## config.mk

```make
export PLATFORM = sky130hd
export DESIGN_NAME = fetch_unit
export DESIGN_NICKNAME = d
export VERILOG_FILES = /design/src/rtl/mips_pkg.sv /design/src/rtl/fetch_buf.sv /design/src/rtl/fetch_unit.sv
export SDC_FILE = /design/constraint.sdc
export NUM_CORES = 1
export LEC_CHECK = 0
export CAP_MARGIN = 10
export CELL_PAD_IN_SITES_DETAIL_PLACEMENT = 1
export CELL_PAD_IN_SITES_GLOBAL_PLACEMENT = 2
export CORE_MARGIN = 1
export CORE_UTILIZATION = 33
export DETAILED_ROUTE_END_ITERATION = 6
export PLACE_DENSITY = 0.87
export SYNTH_ARGS = -nofsm -noshare
export SYNTH_HDL_FRONTEND = slang
export SYNTH_SLANG_ARGS = --single-unit
export TNS_END_PERCENT = 20
```

## constraint.sdc

```tcl
create_clock -name clk -period 2.4 [get_ports clk]
set_clock_uncertainty 0.15 [all_clocks]
set_input_delay 0.48 -clock clk [delete_from_list [all_inputs] [get_ports clk]]
set_output_delay 0.48 -clock clk [all_outputs]
set_load 0.1 [all_outputs]
```

## src/rtl/mips_pkg.sv

```systemverilog
// Shared fetch-stage types and constants: ROM placement, fetch-buffer entry layout
// and the address-error check used when FETCH_EXC_EN is defined.
package mips_pkg;

    localparam logic [31:0] RESET_PC  = 32'h0000_3000;
    localparam int unsigned ROM_WORDS = 4096;
    localparam logic [31:0] ROM_LIMIT = RESET_PC + 32'(ROM_WORDS * 4);
    localparam logic [1:0]  BUF_DEPTH = 2'd2;

    typedef struct packed {
        logic [31:0] pc;
        logic [31:0] instr;
        logic        exc;
    } fetch_entry_t;

    typedef enum logic [0:0] {
        ST_RUN  = 1'b0,
        ST_HALT = 1'b1
    } fetch_state_t;

    // Misaligned or outside the ROM window [RESET_PC, ROM_LIMIT)
    function automatic logic fetch_addr_exc(input logic [31:0] pc);
        return (pc[1:0] != 2'b00) || (pc < RESET_PC) || (pc >= ROM_LIMIT);
    endfunction

endpackage

```

## src/rtl/fetch_buf.sv

```systemverilog
// Two-entry synchronous FIFO holding fetched {pc, instr, exc} records; flush empties it.
module fetch_buf
    import mips_pkg::*;
(
    input  logic         clk,
    input  logic         rst_n,
    input  logic         flush,
    input  logic         push,
    input  logic         pop,
    input  fetch_entry_t push_entry,
    output fetch_entry_t head,
    output logic [1:0]   count
);

    fetch_entry_t mem_r [2];
    logic         rd_ptr_r;
    logic         wr_ptr_r;
    logic [1:0]   count_r;
    fetch_entry_t head_s;

    // Storage, pointers and occupancy; push and pop may coincide when full
    always_ff @(posedge clk or negedge rst_n) begin
        if (!rst_n) begin
            for (int i = 0; i < 2; i++) begin
                mem_r[i] <= '0;
            end
            rd_ptr_r <= 1'b0;
            wr_ptr_r <= 1'b0;
            count_r  <= 2'd0;
        end else if (flush) begin
            rd_ptr_r <= 1'b0;
            wr_ptr_r <= 1'b0;
            count_r  <= 2'd0;
        end else begin
            if (push) begin
                mem_r[wr_ptr_r] <= push_entry;
                wr_ptr_r        <= ~wr_ptr_r;
            end
            if (pop) begin
                rd_ptr_r <= ~rd_ptr_r;
            end
            count_r <= count_r + {1'b0, push} - {1'b0, pop};
        end
    end

    // Head entry, zeroed while the buffer is empty
    always_comb begin
        head_s = '0;
        if (count_r != 2'd0) begin
            head_s = mem_r[rd_ptr_r];
        end else begin
            head_s = '0;
        end
    end

    assign head  = head_s;
    assign count = count_r;

endmodule

```

## src/rtl/fetch_unit.sv

```systemverilog
// Instruction-fetch stage: owns the PC, fetches one ROM word per cycle into fetch_buf and
// hands {pc, instr} to decode. Optional address-error trapping under macro FETCH_EXC_EN.
module fetch_unit
    import mips_pkg::*;
(
    input  logic        clk,
    input  logic        rst_n,
    output logic [31:0] imem_pc,
    input  logic [31:0] imem_instr,
    input  logic        redirect_valid,
    input  logic [31:0] redirect_pc,
    output logic        if_valid,
    input  logic        if_ready,
    output logic [31:0] if_pc,
    output logic [31:0] if_instr,
    output logic        if_exc
);

    logic [31:0]  pc_r;
    fetch_state_t state_r;
    fetch_entry_t entry_s;
    fetch_entry_t head_s;
    logic [1:0]   count_s;
    logic         deq_s;
    logic         fetch_s;
    logic         exc_s;

`ifdef FETCH_EXC_EN
    assign exc_s = fetch_addr_exc(pc_r);
`else
    assign exc_s = 1'b0;
`endif

    // A redirect cancels both the dequeue and the fetch of its cycle
    assign deq_s   = (count_s != 2'd0) && if_ready && !redirect_valid;
    assign fetch_s = (state_r == ST_RUN) && !redirect_valid &&
                     ((count_s < BUF_DEPTH) || deq_s);

    // Build the record to enqueue; excepting fetches carry a zero instruction
    always_comb begin
        entry_s.pc  = pc_r;
        entry_s.exc = exc_s;
        if (exc_s) begin
            entry_s.instr = 32'h0000_0000;
        end else begin
            entry_s.instr = imem_instr;
        end
    end

    // PC and RUN/HALT state; HALT is left only through a redirect
    always_ff @(posedge clk or negedge rst_n) begin
        if (!rst_n) begin
            pc_r    <= RESET_PC;
            state_r <= ST_RUN;
        end else if (redirect_valid) begin
            pc_r    <= redirect_pc;
            state_r <= ST_RUN;
        end else if (fetch_s) begin
            pc_r <= pc_r + 32'd4;
            if (exc_s) begin
                state_r <= ST_HALT;
            end
        end
    end

    fetch_buf u_buf (
        .clk        (clk),
        .rst_n      (rst_n),
        .flush      (redirect_valid),
        .push       (fetch_s),
        .pop        (deq_s),
        .push_entry (entry_s),
        .head       (head_s),
        .count      (count_s)
    );

    assign imem_pc  = pc_r;
    assign if_valid = (count_s != 2'd0);
    assign if_pc    = head_s.pc;
    assign if_instr = head_s.instr;
    assign if_exc   = head_s.exc;

endmodule

```

==> results of run 1 <==
## metrics by stage
stage | hold slack, ns | instances | instance area, sq um | worst slack (ns)
final | 0.279 | 1154 | 11400 | 0.0290
after global routing | 0.297 | 1154 | 11400 | -0.0293
after CTS | 0.272 | 1154 | 11400 | -0.000115
after detailed placement | 0.261 | 1118 | 10800 | -0.120
after global placement | 0.255 | 1118 | 10800 | -0.0888
after floorplan | 0.0344 | 643 | 7950 | -0.269
## registers in the layout, summed over array words and instances, names as in the netlist
signal and flops:
u_buf.mem_r 128, u_buf.wr_ptr_r 1, u_buf.count 2, u_buf.rd_ptr_r 1
imem_pc 32
## synth_stat cells, types with 4 or more instances
cell type | instances | share of area [%]
clkbuf_1 | 10 | 0.48
mux2i_1 | 65 | 8.4
inv_1 | 7 | 0.34
buf_1 | 9 | 0.44
nand4_1 | 12 | 0.97
nand3_1 | 9 | 0.58
buf_2 | 16 | 1.0
dfrtp_1 | 162 | 52
xnor2_1 | 13 | 1.5
and3_1 | 4 | 0.32
nand2_1 | 38 | 1.8
nor2_1 | 79 | 3.8
o21ai_0 | 27 | 1.7
or3_1 | 4 | 0.32
nor3_1 | 4 | 0.26
xor2_1 | 14 | 1.6
mux2_2 | 125 | 18
mux2_1 | 6 | 0.87
a31oi_1 | 4 | 0.32
## area by class of cell
class                   instances  area (sq um)
inverters                       8          30.0
clock buffers                  21           450
well taps                     313           392
flip-flops and latches        164          4110
fillers                      2320         11400
multi-input cells             433          3660
repair buffers                204          2670
clock inverters                11           103
## worst max-delay path by stage
stage / start / endpoint / slack [ns]
2_1_floorplan: u_buf.count[1] / if_instr[0] / -0.27
3_3_place_gp: if_ready / imem_pc[29] / -0.09
3_5_place_dp: if_ready / imem_pc[29] / -0.12
4_1_cts: u_buf.count[1] / if_pc[27] / -0.0001
5_1_grt: u_buf.count[1] / if_instr[9] / -0.03
6_report: u_buf.count[1] / if_instr[9] / 0.03
## cell families after synthesis
logic type	Yosys count	share of synthesized area, %
multiplexers	196	27.5
AO/OA/AOI/OAI	37	3.09
XOR/XNOR	27	3.05
AND/OR/NAND/NOR	169	10.2
buffers and inverters	46	2.68
flip-flops	164	53.0
adder cells (fa/ha/maj)	3	0.485
other	1	0.0484
## worst reg2reg max path: stages, from the launching register on
cell and delay, ns:
dfstp_2 0.61, and4_1 0.27, and2_1 0.29, nand4_1 0.26, or4_1 0.46, nand3_1 0.10
## layout by cell type (no fill, tap or decap), types with 3 or more instances in the layout
cell	Yosys	final
nor2b_1	3	3
xor2_1	14	14
mux2_1	6	6
clkbuf_1	10	3
inv_1	7	7
nor2_4	0	11
nand4_1	12	12
buf_12	0	75
nand2_1	38	38
clkdlybuf4s50_1	0	65
ha_1	3	3
mux2_2	125	125
clkinvlp_4	0	3
xnor2_1	13	13
or3_1	4	4
nor2_1	79	17
clkbuf_16	0	17
o21ai_0	27	27
nor4_1	3	3
dfrtp_1	162	159
and3_1	4	3
nand3_2	3	3
buf_4	2	59
clkinv_2	0	3
mux2i_1	65	63
nand3_1	9	9
nor2_2	0	51
nor3_1	4	4
a31oi_1	4	4
## what timing repair did
action / 4_1_cts / 5_1_grt
setup buffers: 2 / 0
cloned: 1 / 0
hold endpoints to repair: 31 / 0
hold buffers: 1 / 0
setup endpoints to repair: 56 / 27
resized for setup: 0 / 4
## metal layers
layer	global-route usage, %	part of all wire (%)	up-vias
met5	0	0	-
met1	24.5	46	2811
met3	3.90	4.1	22
met4	5.65	1.5	0
met2	30.8	48	143
li1	-	-	2601
==> run metrics, run 1 <==
max-slew violations=0; Root Buffer=clkbuf_16; Startpoint Class=flop; type of the most critical hold path=primary input to flop; RSZ-0062 raised after global routing=yes; H-tree lvl count=4; crit path DAT=1.74 ns; CP cell instances=nor2_4 -> bufbuf_16 -> nor2_2 -> buf_12; Hold Fails Final Rpt=0; DRC viols=0; type of the worst setup path=flop to output port; CP Depth=4; TritonCTS Sinks=164; core area=22800 sq um; Worst Reg-to-Reg Cells=5; Top-Level Pins=166; Antenna Nets Post-Route=0; WL/cell=18.3 microns; delay-heaviest family, CP=buffers and inverters; RR Startpoint=imem_pc[12]; Die Span Y=155 microns; die width=155 microns; Worst Path Required=1.77 ns; Hold Path End=u_buf.wr_ptr_r; Unique masters post-synth=40; CP endpoint kind=output port; Initial Util=33.9%; IO buf count=164; global-route usage over all layers=18.6%; Rows=55; outcome=completed; Netlist Area Pre-Place=7740 sq um; final core occ=49.9%; area grow syn2layout=47.4%; DPL Wire Length=15000 microns; Setup TNS=0 ns; grt total ovfl=0; mean area per synthesized cell=12.0 sq um; max incr delay on CP=0.42 ns; clock slew at reported path FFs=0.06 ns; DRT iter0 DRCs=115; crit path buf inv count=2; Final Critical Period=2.37 ns; Max FO, Critical Path=24; worst skew pair latency=0.42 ns; full die area=24100 sq um; r2r setup slk=0.20 ns; worst reg2reg endpoint=imem_pc[29]; clk buf depth=2; sequential fraction of the synthesis area=53.0%; routability cong.=0.751; Syn Inst Count=643; CTS Buf Count=17; Hold Path Origin=redirect_valid; via count=5577; vias in the first global route=6266; Fmax=422 MHz; count of final setup violators=0; Async SR Flop Fraction=100%; initial antenna violation count=0; number of synthesized flops with an enable pin=0; Min-Delay Path Depth=3; Slowest-stage cell, CP=bufbuf_16; DR pass1 iterations=4; detailed-route wire length=21100 microns; synth warn=0; CTS tree=yes; Yosys reg bits=164; layout net count=899; global-route wire length before repair=34500 microns; Main synth FF type=dfrtp_1; layout cell share with drive strength beyond 1=44.1%; max_cap viols=0; syn_nets=714; n_diodes=0; fin crit share=98.8%; vias per cell=4.83; largest net degree at the start of global routing=53
Power of run 1 is left out: the tool's default activity adds up to more than one toggle a clock period on the data nets, which glitch-free logic cannot reach.
==> run 2, diff against run 1 <==
- CORE_UTILIZATION: 33 -> 36
- PLACE_DENSITY: 0.87 -> 0.93
- clock period: 2.4 -> 2.92 ns (I/O delays scaled with it)
==> run metrics, run 2 (synthesis gave the netlist of run 1 again) <==
count of final setup violators=0 (unchanged); clock slew at reported path FFs=0.07 ns (about the same); r2r setup slk=0.58 ns (+0.38 ns); crit path DAT=2.06 ns (+0.32 ns); DRT iter0 DRCs=188 (+63%); post-CTS setup buffers=0 (-2); number of flip-flops in the largest register=128 (unchanged); clk buf depth=2 (unchanged); layout cell share with drive strength beyond 1=36.5% (-7.6 points); grt total ovfl=0 (unchanged); WL/cell=19.3 microns (+5.8%); Design Area, Final=11000 sq um (-3.7%); detailed-route wire length=21100 microns (+0.28%); Initial Util=36.7% (+2.8 points); CP startpoint=u_buf.count[1]; routability cong.=0.750 (about the same); worst-margin pin slew=0.657 ns; CTS resizes=0 (unchanged); dpl cell area=10400 sq um (-3.6%); relative slew slack=56.2%; RSZ-0062 raised after global routing=no; Startpoint Class=flop; max_cap viols=0 (unchanged); H-tree lvl count=4 (unchanged); commonest non-fill, non-tap cell in the layout=dfrtp_1; max-slew violations=0 (unchanged); Max FO, Critical Path=36 (+50%); Final Critical Period=2.80 ns; Rows=53 (-3.6%); worst skew pair latency=0.44 ns (+0.02 ns); DRC viols=0 (unchanged); Antenna Nets Post-Route=0 (unchanged); vias in the first global route=5954 (-5.0%); max incr delay on CP=0.55 ns (+0.13 ns); Fmax=358 MHz; CP cell instances=nor2_4 -> buf_4 -> nor2_1 -> buf_12; outcome=complete, but fails checks; final core occ=52.1% (+2.1 points); Top-Level Pins=166 (unchanged); Slowest-stage cell, CP=dfrtp_1; area grow syn2layout=41.9%; vias per cell=5.06 (+4.8%); die width=149 microns (-4.2%); full die area=22100 sq um (-8.2%); via count=5539 (-0.68%); DPL Wire Length=14800 microns (-0.81%); Hold Fails Final Rpt=14 (+14); RR Startpoint=imem_pc[12]; global-route wire length before repair=34000 microns (-1.4%); hold-fix buffers at CTS=0 (-1); core area=21100 sq um (-7.7%); global-route usage over all layers=20.2% (+1.6 points); Worst Path Required=2.19 ns (+0.42 ns); n_diodes=0 (unchanged); Root Buffer=clkbuf_16; largest net degree at the start of global routing=75 (+42%); Biggest register=u_buf.mem_r; CP endpoint kind=output port; type of the most critical hold path=primary input to async pin; Die Span Y=149 microns (-4.2%); CTS Buf Count=17 (unchanged); TritonCTS Sinks=164 (unchanged); most frequent cells in the layout=dfrtp_1 (161), mux2_2 (125), buf_12 (72); DR pass1 iterations=4 (unchanged); initial antenna violation count=1 (+1); type of the worst setup path=flop to output port; layout net count=877 (-2.4%); hold_ws=-0.0105 ns (-0.290 ns); failing checks=hold timing; fin crit share=95.8%; CTS tree=yes; IO buf count=164 (unchanged)
-- run 2: changes by cell type in the layout (fill, tap and decap cells not counted), sizes merged --
cell	change
inv	+5
bufbuf	-1
bufinv	+1
clkbuf	-3
clkinv	-1
buf	-20
dlygate4sd3	-1
clkinvlp	-2
-- run 2: layer usage --
| layer | vias to the layer above | track usage [%] | part of all wire (%) |
|---|---|---|---|
| met3 | 23 | 4.88 | 5.2 |
| met1 | 2817 | 25.5 | 43 |
| li1 | 2558 | - | - |
| met4 | 2 | 6.91 | 1.7 |
| met2 | 139 | 33.6 | 50 |
| met5 | - | 0 | 0.061 |
-- run 2: metrics by stage --
| stage | instances | hold WS (ns) | setup TNS, ns | setup slack (ns) |
|---|---|---|---|---|
| after CTS | 1094 | 0.00891 | 0 | 0.0562 |
| after global placement | 1062 | 0.318 | 0 | 0.255 |
| after global routing | 1094 | 0.0391 | 0 | 0.00150 |
| after floorplan | 643 | 0.138 | -8.90 | -0.217 |
| final | 1094 | -0.0105 | 0 | 0.123 |
| after detailed placement | 1062 | 0.326 | 0 | 0.192 |
-- run 2: worst paths after layout --
check	cells past startpoint	endpoint
setup / recovery	4	if_instr[31]
hold / removal	1	u_buf.mem_r[108]
setup reg to reg	5	imem_pc[29]
hold reg to reg	1	u_buf.mem_r[110]
max in group asynchronous	2	u_buf.mem_r[77]
min in group clk	2	u_buf.wr_ptr_r
-- run 2: area by class of cell --
type	instances	area, sq um
Fill cell	2107	10100
Timing Repair Buffer	182	2430
Inverter	8	30.0
Multi-Input combinational cell	433	3480
Sequential cell	164	4110
Clock inverter	14	163
Clock buffer	18	429
Tap cell	275	344
-- run 2: worst max-delay path, delay by kind of cell, from the launching register on --
family,cells,cell delay [ns]
flops,1,0.55
simple gates,2,0.39
buf+inv,2,0.64
Power of run 2 is left out for the same reason.
==> run 3, diff against run 2 <==
- GPL_ROUTABILITY_DRIVEN: unset -> 1
==> results of run 3 <==
Same layout as run 2: the final DEF is identical, and so are final timing and power.
Power of run 3 is left out for the same reason.
